[src/rtl/fwd_hazard_ctrl.sv]
// Forwarding select and load-use stall control for the pipelined MIPS core.
// Tracks EX plus DEPTH downstream producer tags in a private shift pipe.
module fwd_hazard_ctrl #(
    parameter int AW        = 4,
    parameter int NRP       = 2,
    parameter int DEPTH     = 2,
    parameter int LOAD_SLOT = 2,
    localparam int SW       = $clog2(DEPTH + 1)
) (
    input  logic              clk,
    input  logic              rst_n,
    input  logic              id_valid,
    input  logic [NRP*AW-1:0] id_rn,
    input  logic [NRP-1:0]    id_re,
    input  logic [AW-1:0]     id_wn,
    input  logic              id_we,
    input  logic              id_is_load,
    input  logic              hold_i,
    input  logic              flush_i,
    output logic [NRP*SW-1:0] fwd_sel,
    output logic              stall_id,
    output logic              ex_valid,
    output logic [15:0]       lu_stall_cnt
);

    logic [DEPTH:0]           v_q;
    logic [DEPTH:0]           we_q;
    logic [DEPTH:0]           ld_q;
    logic [AW-1:0]            wn_q [0:DEPTH];
    logic [NRP-1:0][AW-1:0]   rn_q;
    logic [NRP-1:0]           re_q;
    logic [15:0]              cnt_q;
    logic                     lu_hit;
    logic                     found;
    logic                     issue;

    // Loads still short of LOAD_SLOT cannot feed ID's consumer yet
    always_comb begin
        lu_hit = 1'b0;
        for (int j = 0; j < LOAD_SLOT - 1; j++) begin
            for (int p = 0; p < NRP; p++) begin
                if (v_q[j] && we_q[j] && ld_q[j] && wn_q[j] != '0 &&
                    id_re[p] && id_rn[p*AW +: AW] == wn_q[j]) begin
                    lu_hit = 1'b1;
                end
            end
        end
    end

    assign stall_id = lu_hit && id_valid && !flush_i;
    assign issue    = id_valid && !flush_i && !stall_id;

    always_comb begin
        fwd_sel = '0;
        found   = 1'b0;
        for (int p = 0; p < NRP; p++) begin
            found = 1'b0;
            for (int s = 1; s <= DEPTH; s++) begin
                if (!found && v_q[s] && we_q[s] && wn_q[s] != '0 &&
                    re_q[p] && rn_q[p] == wn_q[s] &&
                    !(ld_q[s] && s < LOAD_SLOT)) begin
                    fwd_sel[p*SW +: SW] = SW'(s);
                    found = 1'b1;
                end
            end
        end
        if (!v_q[0]) begin
            fwd_sel = '0;
        end
    end

    always_ff @(posedge clk or negedge rst_n) begin
        if (!rst_n) begin
            v_q   <= '0;
            we_q  <= '0;
            ld_q  <= '0;
            rn_q  <= '0;
            re_q  <= '0;
            cnt_q <= '0;
            for (int k = 0; k <= DEPTH; k++) begin
                wn_q[k] <= '0;
            end
        end else if (!hold_i) begin
            for (int k = DEPTH; k > 0; k--) begin
                v_q[k]  <= v_q[k-1];
                we_q[k] <= we_q[k-1];
                ld_q[k] <= ld_q[k-1];
                wn_q[k] <= wn_q[k-1];
            end
            v_q[0]  <= issue;
            we_q[0] <= id_we;
            ld_q[0] <= id_is_load;
            wn_q[0] <= id_wn;
            rn_q    <= id_rn;
            re_q    <= id_re;
            if (stall_id && cnt_q != 16'hFFFF) begin
                cnt_q <= cnt_q + 16'd1;
            end
        end
    end

    assign ex_valid     = v_q[0];
    assign lu_stall_cnt = cnt_q;

endmodule
[config.mk]
export PLATFORM = sky130hd
export DESIGN_NAME = fwd_hazard_ctrl
export DESIGN_NICKNAME = d
export VERILOG_FILES = /design/src/rtl/fwd_hazard_ctrl.sv
export SDC_FILE = /design/constraint.sdc
export NUM_CORES = 1
export LEC_CHECK = 0
export CAP_MARGIN = 0
export CELL_PAD_IN_SITES_DETAIL_PLACEMENT = 1
export CELL_PAD_IN_SITES_GLOBAL_PLACEMENT = 2
export CORE_ASPECT_RATIO = 0.5
export CORE_UTILIZATION = 38
export CTS_CLUSTER_SIZE = 28
export DETAILED_ROUTE_END_ITERATION = 8
export GPL_ROUTABILITY_DRIVEN = 0
export PLACE_DENSITY_LB_ADDON = 0.2
export SYNTH_ARGS = -nofsm -noshare
export SYNTH_HDL_FRONTEND = slang
export SYNTH_SLANG_ARGS = --single-unit
[constraint.sdc]
create_clock -name clk -period 3.6 [get_ports clk]
set_input_delay 0.54 -clock clk [delete_from_list [all_inputs] [get_ports clk]]
set_output_delay 0.54 -clock clk [all_outputs]
set_load 0.02 [all_outputs]
== After elaboration in Yosys (flattened, before gate mapping) ==
Cells that the tools add are included.

* Add/subtract/negate cells: 1
* Equality and inequality tests: 7
* Muxes and demuxes: 9
* Bitwise operators: 1
* Reduce and logical (&&, ||, !) cells: 39

{| class="wikitable"
|+ Operators with widths
! kind !! number
|-
| 1-bit logical AND || 30
|-
| 4-bit equality test || 6
|-
| 16-bit by 1-bit adder with 16-bit output, second input constant || 1
|-
| 16-bit inequality test, second input constant || 1
|-
| 4-bit nonzero test || 3
|-
| 1-bit two-way mux || 6
|-
| 1-bit zero test || 5
|-
| 2-bit two-way mux || 2
|-
| 4-bit two-way mux || 1
|-
| 2-bit AND reduction || 1
|-
| 1-bit inverter || 1
|}

* Register bits after elaboration: 46
* Input bits: 21
* Output and inout bits: 22
* Logic and storage cells: 67

== Longest topological paths before layout ==
* Depth in word-level cells: 14
* Depth in mapped cells: 6
* Gate-level depth less buffers: 6

== Least setup slack after synthesis ==
OpenSTA, ideal clock, no wires.

* Path kind: reg-to-output
* Start point: reg v_q[0]
* End point: out stall_id
* Data arrival time: 1521 ps
* Required time: 3060 ps
* Setup slack: 1539 ps
* Cell stages (with the launch flop): 6
* Path buffers: 1
* Cell sequence: dfrtp_1 -> and3_1 -> nand4_1 -> o22a_4 -> buf_8 -> nor2_1

* Word-level cells in the longest chain between the ends: 9
* Elaborated cells between the ends (all ways): 11
* Classes of those cells: 2 x mux; 9 x reduce/logical

{| class="wikitable"
|+ RTL lines
! what !! RTL line !! RTL
|-
| from (decl) || 26 || <nowiki>logic [DEPTH:0] v_q;</nowiki>
|-
| from (signal, indexed assignment) || 85 || <nowiki>v_q[k] <= v_q[k-1];</nowiki>
|-
| from (signal assigned) || 90 || <nowiki>v_q[0] <= issue;</nowiki>
|-
| 1-bit logical AND (*) (3 in series) || 42 || <nowiki>if (v_q[j] && we_q[j] && ld_q[j] && wn_q[j] != '0 &&</nowiki>
|-
| 1-bit logical AND || 42 ||
|-
| 1-bit logical AND || 43 || <nowiki>id_re[p] && id_rn[p*AW +: AW] == wn_q[j]) begin</nowiki>
|-
| 1-bit two-way mux || 42 ||
|-
| 1-bit two-way mux (*) || 42 ||
|-
| 1-bit logical AND (*) (2 in series) || 50 || <nowiki>assign stall_id = lu_hit && id_valid && !flush_i;</nowiki>
|-
| to (decl) || 21 || <nowiki>output logic stall_id,</nowiki>
|}

Every way passes the cells marked *; elsewhere a longest branch is shown, timed or not.

== Final worst setup path ==
* Start point: in id_rn[6]
* End point: out stall_id

* Word-level cells in the longest chain between the ends: 5

{| class="wikitable"
|+ RTL lines
! what !! RTL line !! RTL
|-
| from (decl) || 13 || <nowiki>input logic [NRP*AW-1:0] id_rn,</nowiki>
|-
| 4-bit equality test || 43 ||
|-
| 1-bit logical AND || 43 ||
|-
| 1-bit two-way mux || 42 ||
|-
| 1-bit logical AND (2 in series) || 50 ||
|}

No other way between the ends.

==> results.ini <==
[run_status]
status=finished clean

[global_route]
grt_pass1_wl_mm=8.60
grt_max_degree=47
overflow=0
grt_pass1_vias=1692
grt.total_usage=0.171
antenna_found_initial=0

[critical_path]
worstPathArrival_ns=2.40
start_kind=input pin
required_ns=3.06
critical_path_class=in2out
critPathMaxFanout=17
reg2reg_setup_slack_ns=1.55
cp-end-kind=output pin

[sta]
fmax_mhz=340
setup_viol=0
relSlewSlack=0.311
post-route-period-util=0.817
slew_violations=0
tightest_slew_ns=1.03
hold_viol=0
fin_skew_ns=0.00350
rsz0062_at_grt=false
whs_ns=0.430
min_period_ns=2.94
fin_tns_setup_ns=0

[placement]
hpwl_mm=3.79
place_inst=314
port_buffers=42

[clocking]
cts.clk_slew.worst_paths_ns=0.06
h-tree-depth=2
cts_setup_buffers=0
cts_buffers=5
cts_root_buf=clkbuf_16
tritoncts=yes
insertion_delay_ns=0.29
cts_resized=0
cts_hold_buf=0
clockBufferDepth=2
clock-sinks=46

[routing]
via_per_inst=5.02
drtPass1Iterations=4
drt-initial-drc-count=35
wl_mm=5.11
vias=1615
final_antenna_net_count=0
drt_drc_violations_left=0
wl_per_cell_um=15.9

[floorplanning]
start_util=0.414
die_w_um=114
die_h_um=58.1
coreArea_um2=5780
dieArea_um2=6640
rows=19
ios=43

[power_and_ir_drop]
irDropWorstVdd_mv=0.182
p_leak_nw=1.26
total_power_w=0.00123
powerDensity_nw_per_um2=405

[min_path]
hold_path_class=in2async

[layout]
insertedDiodeCount=0
nNetsFinal=259
areaGrowthSynthToFinish_pct=26.9
final_cells=322
final_layout_size_suffix_gt1_frac=0.239
finalCoreUtilization=0.526

[synthesis]
synth-seq-cells=46
netlist_area_um2=2390
post_synth.cell_area_avg_um2=12.5
syn_nets=214
postSynthCellCount=192
synth_async_sr_flop_share=1.00
ys_seq_area_frac=0.481
synth_flop_cell=dfrtp_1
synth_edf_count=0
synthDistinctLibCells=38
yosys_warnings=0

[run]
cap_violations=0

[placed cells by master, fill, tap and decap left out, drive strengths merged, types with 2 or more instances in the layout]
cell,synthesis,routed
nor4,8,8
clkinv,0,2
nand4,3,3
inv,2,2
clkbuf,1,5
mux2,31,31
or4,3,3
buf,4,2
nand3,14,14
nor2,8,8
xor2,19,19
and2,2,2
xnor2,19,19
clkdlybuf4s50,0,41
nand2,7,7
dfrtp,46,46
nor4b,5,5
and3,5,5
nor3,6,6
[worst max-delay path: stages]
cell	delay, ns
clkdlybuf4s50_1	0.51
xnor2_1	0.12
nand4_1	0.14
o22a_4	0.34
nor2_1	0.13
clkdlybuf4s50_1	0.61
[stage by stage]
stage	worst slack, ns	area [um2]
final	0.660	3040
after global routing	0.565	3040
after CTS	0.637	3040
after detailed placement	0.638	2890
after global placement	0.669	2890
after floorplan	1.54	2390
[Yosys cell counts, types with 3 or more instances]
| cell | number | area share |
|---|---|---|
| xnor2_1 | 19 | 0.070 |
| nor4b_1 | 3 | 0.011 |
| nor3_1 | 3 | 0.0063 |
| nor2_1 | 8 | 0.013 |
| nand3_1 | 12 | 0.025 |
| and3_1 | 3 | 0.0078 |
| nand2_1 | 7 | 0.011 |
| nand4_1 | 3 | 0.0078 |
| mux2_2 | 29 | 0.14 |
| dfrtp_1 | 46 | 0.48 |
| buf_1 | 3 | 0.0047 |
| xor2_1 | 19 | 0.070 |
| nor4_2 | 6 | 0.031 |
[area by class of cell]
cell class                 instances  area, um2
timing repair buffer              43        423
fill                             613       2740
multi-input combinational        139       1200
sequential                        46       1150
tap                               84        105
clock inverter                     3       21.3
clock buffer                       5        125
inverter                           2       7.51
[flip-flops by register name, indices dropped and copies added (netlist names)]
name          count
rn_q              8
ld_q              2
we_q              3
re_q              2
wn_q             12
lu_stall_cnt     16
v_q               3
[routing by layer]
layer	track usage	share of wire	vias to the layer above
met4	0.0464	0.0098	0
li1	-	-	772
met2	0.269	0.45	20
met1	0.234	0.51	817
met3	0.0460	0.029	6
met5	0	0	-
[worst paths after layout]
kind,startpoint,depth (start not counted),end
hold reg to reg,lu_stall_cnt[14],1,lu_stall_cnt[14]
hold / removal,rst_n,1,lu_stall_cnt[4]
setup / recovery,id_rn[6],6,stall_id
max in group asynchronous,rst_n,1,wn_q[1]
setup reg to reg,wn_q[8],5,lu_stall_cnt[15]
min in group clk,lu_stall_cnt[14],1,lu_stall_cnt[14]
[cells by family after synthesis]
logic type | count (synthesis) | share of synthesized area
and+or+nand+nor | 66 | 0.197
DFF | 46 | 0.481
xor gates and xnor gates | 38 | 0.139
muxes | 31 | 0.147
buffers and inverters | 7 | 0.0157
AOI/OAI and AO/OA | 3 | 0.0146
adders and majority gates | 1 | 0.00523
[power by group]
| part | internal, W | switching [W] | total, W |
|---|---|---|---|
| Sequential | 0.000560 | 0.0000549 | 0.000615 |
| Clock | 0.000257 | 0.000198 | 0.000455 |
| Combinational | 0.0000980 | 0.0000611 | 0.000159 |
| Total | 0.000916 | 0.000314 | 0.00123 |
No activity file was read; power rests on OpenSTA's default activity.
